$ cat config.mk
export PLATFORM = sky130hd
export DESIGN_NAME = turbo_frame_sequencer_flat
export DESIGN_NICKNAME = d
export VERILOG_FILES = /design/src/rtl/turbo_frame_sequencer_if.sv /design/src/rtl/turbo_frame_sequencer.sv /design/src/flat_wrapper.sv
export SDC_FILE = /design/constraint.sdc
export NUM_CORES = 1
export LEC_CHECK = 0
export CAP_MARGIN = 0
export CORE_AREA = 2 2 83 85
export DETAILED_ROUTE_END_ITERATION = 16
export DIE_AREA = 0 0 85 87
export GPL_TIMING_DRIVEN = 0
export PLACE_DENSITY = 0.63
export SLEW_MARGIN = 20
export SYNTH_ARGS = -nofsm -noshare
export SYNTH_HDL_FRONTEND = slang
export SYNTH_SLANG_ARGS = --single-unit
$ cat constraint.sdc
create_clock -name clk -period 2.38 [get_ports clk]
set_input_delay 0.476 -clock clk [delete_from_list [all_inputs] [get_ports clk]]
set_output_delay 0.476 -clock clk [all_outputs]
set_load 0.05 [all_outputs]
$ cat src/rtl/turbo_frame_sequencer_if.sv
// Byte-stream, encoder-control and output-stream signals of the turbo frame sequencer.
interface turbo_frame_sequencer_if;
  logic [7:0] in_data;
  logic       in_valid;
  logic       in_ready;
  logic       enc_clr;
  logic [7:0] enc_data;
  logic       enc_start;
  logic [7:0] enc_parity;
  logic [7:0] out_data;
  logic       out_valid;
  logic       out_ready;
  logic       out_last;
  logic       busy;
  logic [7:0] byte_cnt;

  // Sequencer side
  modport master (
    input  in_data, in_valid, enc_parity, out_ready,
    output in_ready, enc_clr, enc_data, enc_start,
           out_data, out_valid, out_last, busy, byte_cnt
  );

  // Environment side: byte source, encoder and output sink
  modport slave (
    output in_data, in_valid, enc_parity, out_ready,
    input  in_ready, enc_clr, enc_data, enc_start,
           out_data, out_valid, out_last, busy, byte_cnt
  );
endinterface

$ cat src/rtl/turbo_frame_sequencer.sv
// Frame controller for the 8-bit turbo encoder: clears the encoder per frame, fires it
// once per byte, emits systematic + parity bytes, then flushes TAIL_LEN zero bytes.
module turbo_frame_sequencer #(
  parameter int unsigned FRAME_LEN = 4,
  parameter int unsigned ENC_LAT   = 1,
  parameter int unsigned TAIL_LEN  = 1
) (
  input  logic                    clk,
  input  logic                    rst,
  turbo_frame_sequencer_if.master bus
);

  localparam int unsigned DATA_W = 8;
  localparam int unsigned WAIT_W = 3;
  localparam int unsigned TAIL_W = 2;

  typedef enum logic [2:0] {
    S_IDLE, S_CLR, S_ACCEPT, S_FIRE, S_WAIT, S_SEND_SYS, S_SEND_PAR, S_TAIL
  } state_e;

  state_e              state_q, state_d;
  logic [DATA_W-1:0]   data_q, data_d;
  logic [DATA_W-1:0]   par_q, par_d;
  logic [DATA_W-1:0]   byte_cnt_q, byte_cnt_d;
  logic [TAIL_W-1:0]   tail_cnt_q, tail_cnt_d;
  logic [WAIT_W-1:0]   wait_cnt_q, wait_cnt_d;
  logic                tail_flag_q, tail_flag_d;

  logic                in_ready_q, in_ready_d;
  logic                enc_clr_q, enc_clr_d;
  logic                enc_start_q, enc_start_d;
  logic                out_valid_q, out_valid_d;
  logic [DATA_W-1:0]   out_data_q, out_data_d;
  logic                out_last_q, out_last_d;
  logic                busy_q, busy_d;

  // State, datapath and registered-output update
  always_ff @(posedge clk) begin
    if (rst) begin
      state_q     <= S_IDLE;
      data_q      <= '0;
      par_q       <= '0;
      byte_cnt_q  <= '0;
      tail_cnt_q  <= '0;
      wait_cnt_q  <= '0;
      tail_flag_q <= 1'b0;
      in_ready_q  <= 1'b0;
      enc_clr_q   <= 1'b0;
      enc_start_q <= 1'b0;
      out_valid_q <= 1'b0;
      out_data_q  <= '0;
      out_last_q  <= 1'b0;
      busy_q      <= 1'b0;
    end else begin
      state_q     <= state_d;
      data_q      <= data_d;
      par_q       <= par_d;
      byte_cnt_q  <= byte_cnt_d;
      tail_cnt_q  <= tail_cnt_d;
      wait_cnt_q  <= wait_cnt_d;
      tail_flag_q <= tail_flag_d;
      in_ready_q  <= in_ready_d;
      enc_clr_q   <= enc_clr_d;
      enc_start_q <= enc_start_d;
      out_valid_q <= out_valid_d;
      out_data_q  <= out_data_d;
      out_last_q  <= out_last_d;
      busy_q      <= busy_d;
    end
  end

  // Next-state and datapath; outputs are decoded from the next state so they register
  // in step with the state they belong to
  always_comb begin
    state_d     = state_q;
    data_d      = data_q;
    par_d       = par_q;
    byte_cnt_d  = byte_cnt_q;
    tail_cnt_d  = tail_cnt_q;
    wait_cnt_d  = wait_cnt_q;
    tail_flag_d = tail_flag_q;

    unique case (state_q)
      S_IDLE: begin
        if (bus.in_valid) state_d = S_CLR;
      end
      S_CLR: begin
        byte_cnt_d = '0;
        tail_cnt_d = '0;
        state_d    = S_ACCEPT;
      end
      S_ACCEPT: begin
        if (bus.in_valid && in_ready_q) begin
          data_d      = bus.in_data;
          tail_flag_d = 1'b0;
          state_d     = S_FIRE;
        end
      end
      S_FIRE: begin
        wait_cnt_d = WAIT_W'(ENC_LAT - 1);
        state_d    = S_WAIT;
      end
      S_WAIT: begin
        if (wait_cnt_q == '0) begin
          par_d   = bus.enc_parity;
          state_d = tail_flag_q ? S_SEND_PAR : S_SEND_SYS;
        end else begin
          wait_cnt_d = wait_cnt_q - WAIT_W'(1);
        end
      end
      S_SEND_SYS: begin
        if (bus.out_ready) state_d = S_SEND_PAR;
      end
      S_SEND_PAR: begin
        if (bus.out_ready) begin
          if (!tail_flag_q) begin
            byte_cnt_d = byte_cnt_q + DATA_W'(1);
            if ((9'(byte_cnt_q) + 9'd1) < 9'(FRAME_LEN)) state_d = S_ACCEPT;
            else if (TAIL_LEN != 0)                       state_d = S_TAIL;
            else                                          state_d = S_IDLE;
          end else begin
            tail_cnt_d = tail_cnt_q + TAIL_W'(1);
            if ((3'(tail_cnt_q) + 3'd1) < 3'(TAIL_LEN)) state_d = S_TAIL;
            else                                         state_d = S_IDLE;
          end
        end
      end
      S_TAIL: begin
        data_d      = '0;
        tail_flag_d = 1'b1;
        state_d     = S_FIRE;
      end
      default: state_d = S_IDLE;
    endcase

    in_ready_d  = (state_d == S_ACCEPT);
    enc_clr_d   = (state_d == S_CLR);
    enc_start_d = (state_d == S_FIRE);
    out_valid_d = (state_d == S_SEND_SYS) || (state_d == S_SEND_PAR);
    busy_d      = (state_d != S_IDLE);
    out_data_d  = '0;
    out_last_d  = 1'b0;
    if (state_d == S_SEND_SYS) out_data_d = data_d;
    if (state_d == S_SEND_PAR) begin
      out_data_d = par_d;
      if (tail_flag_d) out_last_d = (3'(tail_cnt_d) + 3'd1) >= 3'(TAIL_LEN);
      else             out_last_d = (TAIL_LEN == 0) &&
                                    ((9'(byte_cnt_d) + 9'd1) >= 9'(FRAME_LEN));
    end
  end

  assign bus.in_ready  = in_ready_q;
  assign bus.enc_clr   = enc_clr_q;
  assign bus.enc_data  = data_q;
  assign bus.enc_start = enc_start_q;
  assign bus.out_data  = out_data_q;
  assign bus.out_valid = out_valid_q;
  assign bus.out_last  = out_last_q;
  assign bus.busy      = busy_q;
  assign bus.byte_cnt  = byte_cnt_q;

endmodule

$ cat src/flat_wrapper.sv
// flat-port wrapper written by rule: the top's interface ports become plain ports
module turbo_frame_sequencer_flat 
#(
  parameter int unsigned FRAME_LEN = 4,
  parameter int unsigned ENC_LAT   = 1,
  parameter int unsigned TAIL_LEN  = 1
)
  (clk, rst, bus_in_data, bus_in_valid, bus_enc_parity, bus_out_ready, bus_in_ready, bus_enc_clr, bus_enc_data, bus_enc_start, bus_out_data, bus_out_valid, bus_out_last, bus_busy, bus_byte_cnt);
  turbo_frame_sequencer_if bus_i ();
  input  logic clk;
  input  logic rst;
  input wire logic [$bits(bus_i.in_data)-1:0] bus_in_data;
  input wire logic [$bits(bus_i.in_valid)-1:0] bus_in_valid;
  input wire logic [$bits(bus_i.enc_parity)-1:0] bus_enc_parity;
  input wire logic [$bits(bus_i.out_ready)-1:0] bus_out_ready;
  output wire logic [$bits(bus_i.in_ready)-1:0] bus_in_ready;
  output wire logic [$bits(bus_i.enc_clr)-1:0] bus_enc_clr;
  output wire logic [$bits(bus_i.enc_data)-1:0] bus_enc_data;
  output wire logic [$bits(bus_i.enc_start)-1:0] bus_enc_start;
  output wire logic [$bits(bus_i.out_data)-1:0] bus_out_data;
  output wire logic [$bits(bus_i.out_valid)-1:0] bus_out_valid;
  output wire logic [$bits(bus_i.out_last)-1:0] bus_out_last;
  output wire logic [$bits(bus_i.busy)-1:0] bus_busy;
  output wire logic [$bits(bus_i.byte_cnt)-1:0] bus_byte_cnt;
  assign bus_i.in_data = bus_in_data;
  assign bus_i.in_valid = bus_in_valid;
  assign bus_i.enc_parity = bus_enc_parity;
  assign bus_i.out_ready = bus_out_ready;
  assign bus_in_ready = bus_i.in_ready;
  assign bus_enc_clr = bus_i.enc_clr;
  assign bus_enc_data = bus_i.enc_data;
  assign bus_enc_start = bus_i.enc_start;
  assign bus_out_data = bus_i.out_data;
  assign bus_out_valid = bus_i.out_valid;
  assign bus_out_last = bus_i.out_last;
  assign bus_busy = bus_i.busy;
  assign bus_byte_cnt = bus_i.byte_cnt;
  turbo_frame_sequencer #(.FRAME_LEN(FRAME_LEN), .ENC_LAT(ENC_LAT), .TAIL_LEN(TAIL_LEN)) u_core (.clk(clk), .rst(rst), .bus(bus_i));
endmodule
==> flow_summary.json <==
{
  "powerDensity_nw_per_um2": 764,
  "cap_violations": 0,
  "gp_congestion": 0.809,
  "synthCells": 236,
  "cts_buffers": 5,
  "ant_nets": 0,
  "async_reset_ff_frac": 0,
  "wire_per_inst_um": 14.1,
  "relSlewSlack": 0.467,
  "htreeDepth": 2,
  "viasPerCell": 5.13,
  "end_kind": "flip-flop",
  "grt_setup_unrepaired": "no",
  "drtIter0Drc": 154,
  "ys.flop_type": "dfxtp_1",
  "dp_hpwl_um": 3770,
  "yosys_warnings": 0,
  "setup_viol_count_final": 0,
  "seq_area_frac_synth": 0.424,
  "peakVddDrop_mv": 0.562,
  "finalHoldViolCount": 0,
  "dieArea_sq_um": 7400,
  "required_ns": 2.61,
  "hold_class": "flip-flop to flip-flop",
  "yosys.area.top_type": "dfxtp_1",
  "synthToLayoutAreaGrowth_pct": 32.4,
  "power.leakage_nw": 1.08,
  "gr-total-overflow": 0,
  "crit_type": "flip-flop to flip-flop",
  "grt_usage": 0.149,
  "synth_cell_types": 52,
  "grt_antenna_before_repair": 0,
  "vias": 1914,
  "start_kind": "flip-flop",
  "synth-edff-count": 0,
  "synth_common_cells": "47 x dfxtp_1, 28 x nor2_1, 14 x a21oi_1, 13 x inv_1, 10 x mux2i_1",
  "worstMarginPinSlew_ns": 0.793,
  "cts_tree": "done",
  "clk_path_buf_depth": 2,
  "fin_setup_tns_ns": 0,
  "ys_ff_latch": 47,
  "cts_num_sinks": 47,
  "top_level_ports": 50,
  "drt_first_pass_iters": 4,
  "die_w_um": 85,
  "crit_arrival_ns": 2.33,
  "drive_gt1_frac": 0.143,
  "clock.fmax_mhz": 476,
  "finalCritPeriodShare": 0.884,
  "grt_pass1_vias": 1848,
  "synth.most_common_cell": "dfxtp_1",
  "syn_nets": 261,
  "cts_root_buf": "clkbuf_8",
  "clk_latency_ns": 0.31,
  "drc": 0,
  "fin_skew_ns": 0.00766,
  "coreArea_sq_um": 6570,
  "initial_core_util": 0.338,
  "wl_um": 5270,
  "syn-cell-area_sq_um": 2220,
  "ys_top_cells_by_area": "dfxtp_1 42%, nor2_1 4.7%, mux2i_1 4.5%",
  "crit_fanout": 9,
  "cts_hold_buf": 0,
  "status": "completed",
  "post-place-cells": 364,
  "row_count": 30,
  "synth_top_area_share": 0.424,
  "stdcell_count": 373,
  "n_antenna_cell": 0,
  "slew_violations": 0,
  "chipHeight_um": 87,
  "io_buffer_count": 48,
  "post-route-min-period_ns": 2.10,
  "grt_pass1_wl_um": 8800,
  "fin_nets": 317,
  "clk_pin_slew_ns": 0.09,
  "grt_max_degree": 17,
  "syn_avg_cell_area_sq_um": 9.40
}
cell type report:
| type | instances | area (sq um) |
|---|---|---|
| Clock inverter | 3 | 46.3 |
| Tap cell | 80 | 100 |
| Clock buffer | 5 | 68.8 |
| Inverter | 13 | 48.8 |
| Sequential cell | 47 | 943 |
| Fill cell | 640 | 3630 |
| Timing Repair Buffer | 49 | 488 |
| Multi-Input combinational cell | 163 | 1140 |
| Buffer | 13 | 103 |
cells in the final DEF (no fill, tap or decap), drive strengths merged, types with 4 or more instances in the layout:
cell type,n
nand2,9
dfxtp,47
clkbuf,10
buf,9
mux2i,10
a22oi,9
nand3,4
ha,5
nor3,7
a21oi,15
inv,14
clkdlybuf4s50,48
nand4,4
o2bb2ai,9
nor3b,5
o21ai,8
nor2,28
a31oi,8
cell families after synthesis:
kind of cell | Yosys count | share of synthesized area
mux | 10 | 0.0451
fa+ha+maj | 5 | 0.0282
simple gates | 85 | 0.231
flops | 47 | 0.424
buf+inv | 26 | 0.0682
xor+xnor | 1 | 0.00395
compound gates | 62 | 0.200
state kept, by name, indices dropped and copies added, names as in the netlist, 2 cells and up:
name	flops
u_core.bus.enc_data	8
u_core.tail_cnt_q	2
u_core.par_q	8
u_core.wait_cnt_q	3
u_core.state_q	3
u_core.bus.byte_cnt	8
u_core.bus.out_data	8
repair_timing:
| item | 4_1_cts | 5_1_grt |
|---|---|---|
| pin swaps | 0 | 1 |
| endpoints found under the setup margin | 8 | 13 |
| resized for setup | 1 | 3 |
| setup buffers | 0 | 1 |
per-stage QoR:
| step | area [sq um] | worst slack, ns | utilization | power, mW | hold WS (ns) |
|---|---|---|---|---|---|
| 3_3_place_gp | 2800 | -0.228 | 0.426 | 1.64 | 0.454 |
| 4_1_cts | 2920 | 0.0494 | 0.445 | 2.26 | 0.487 |
| 3_5_place_dp | 2810 | -0.0512 | 0.427 | 1.65 | 0.474 |
| 2_1_floorplan | 2220 | 0.0836 | - | 1.45 | 0.444 |
| 5_1_grt | 2940 | 0.0373 | 0.447 | 2.37 | 0.502 |
| 6_report | 2940 | 0.277 | 0.447 | 2.24 | 0.482 |
per-layer routing:
metal | up-vias | track usage | wire length (um)
li1 | 968 | - | -
met4 | 0 | 0.0563 | 102
met3 | 11 | 0.0313 | 213
met1 | 899 | 0.193 | 2450
met5 | - | 0 | 0
met2 | 36 | 0.244 | 2500
report_power, final:
group / switching [mW] / internal [mW]
Sequential: 0.0321 / 0.841
Combinational: 0.471 / 0.291
Clock: 0.291 / 0.317
worst max-delay path, cell delays in order (launching register included):
cell	delay [ns]
dfxtp_2	0.41
ha_2	0.26
nand4_1	0.10
o21ai_0	0.22
nor3b_2	0.23
a21oi_2	0.15
or4b_1	0.49
a21oi_1	0.18
worst paths after layout:
check,slack (ns),depth (start not counted),to,start
setup / recovery,0.28,7,u_core.bus.out_data[4],u_core.bus.byte_cnt[0]
hold / removal,0.48,2,u_core.wait_cnt_q[0],u_core.wait_cnt_q[0]
setup reg to reg,0.28,7,u_core.bus.out_data[4],u_core.bus.byte_cnt[0]
hold reg to reg,0.48,2,u_core.wait_cnt_q[0],u_core.wait_cnt_q[0]
(Power assumes the default switching activity.)
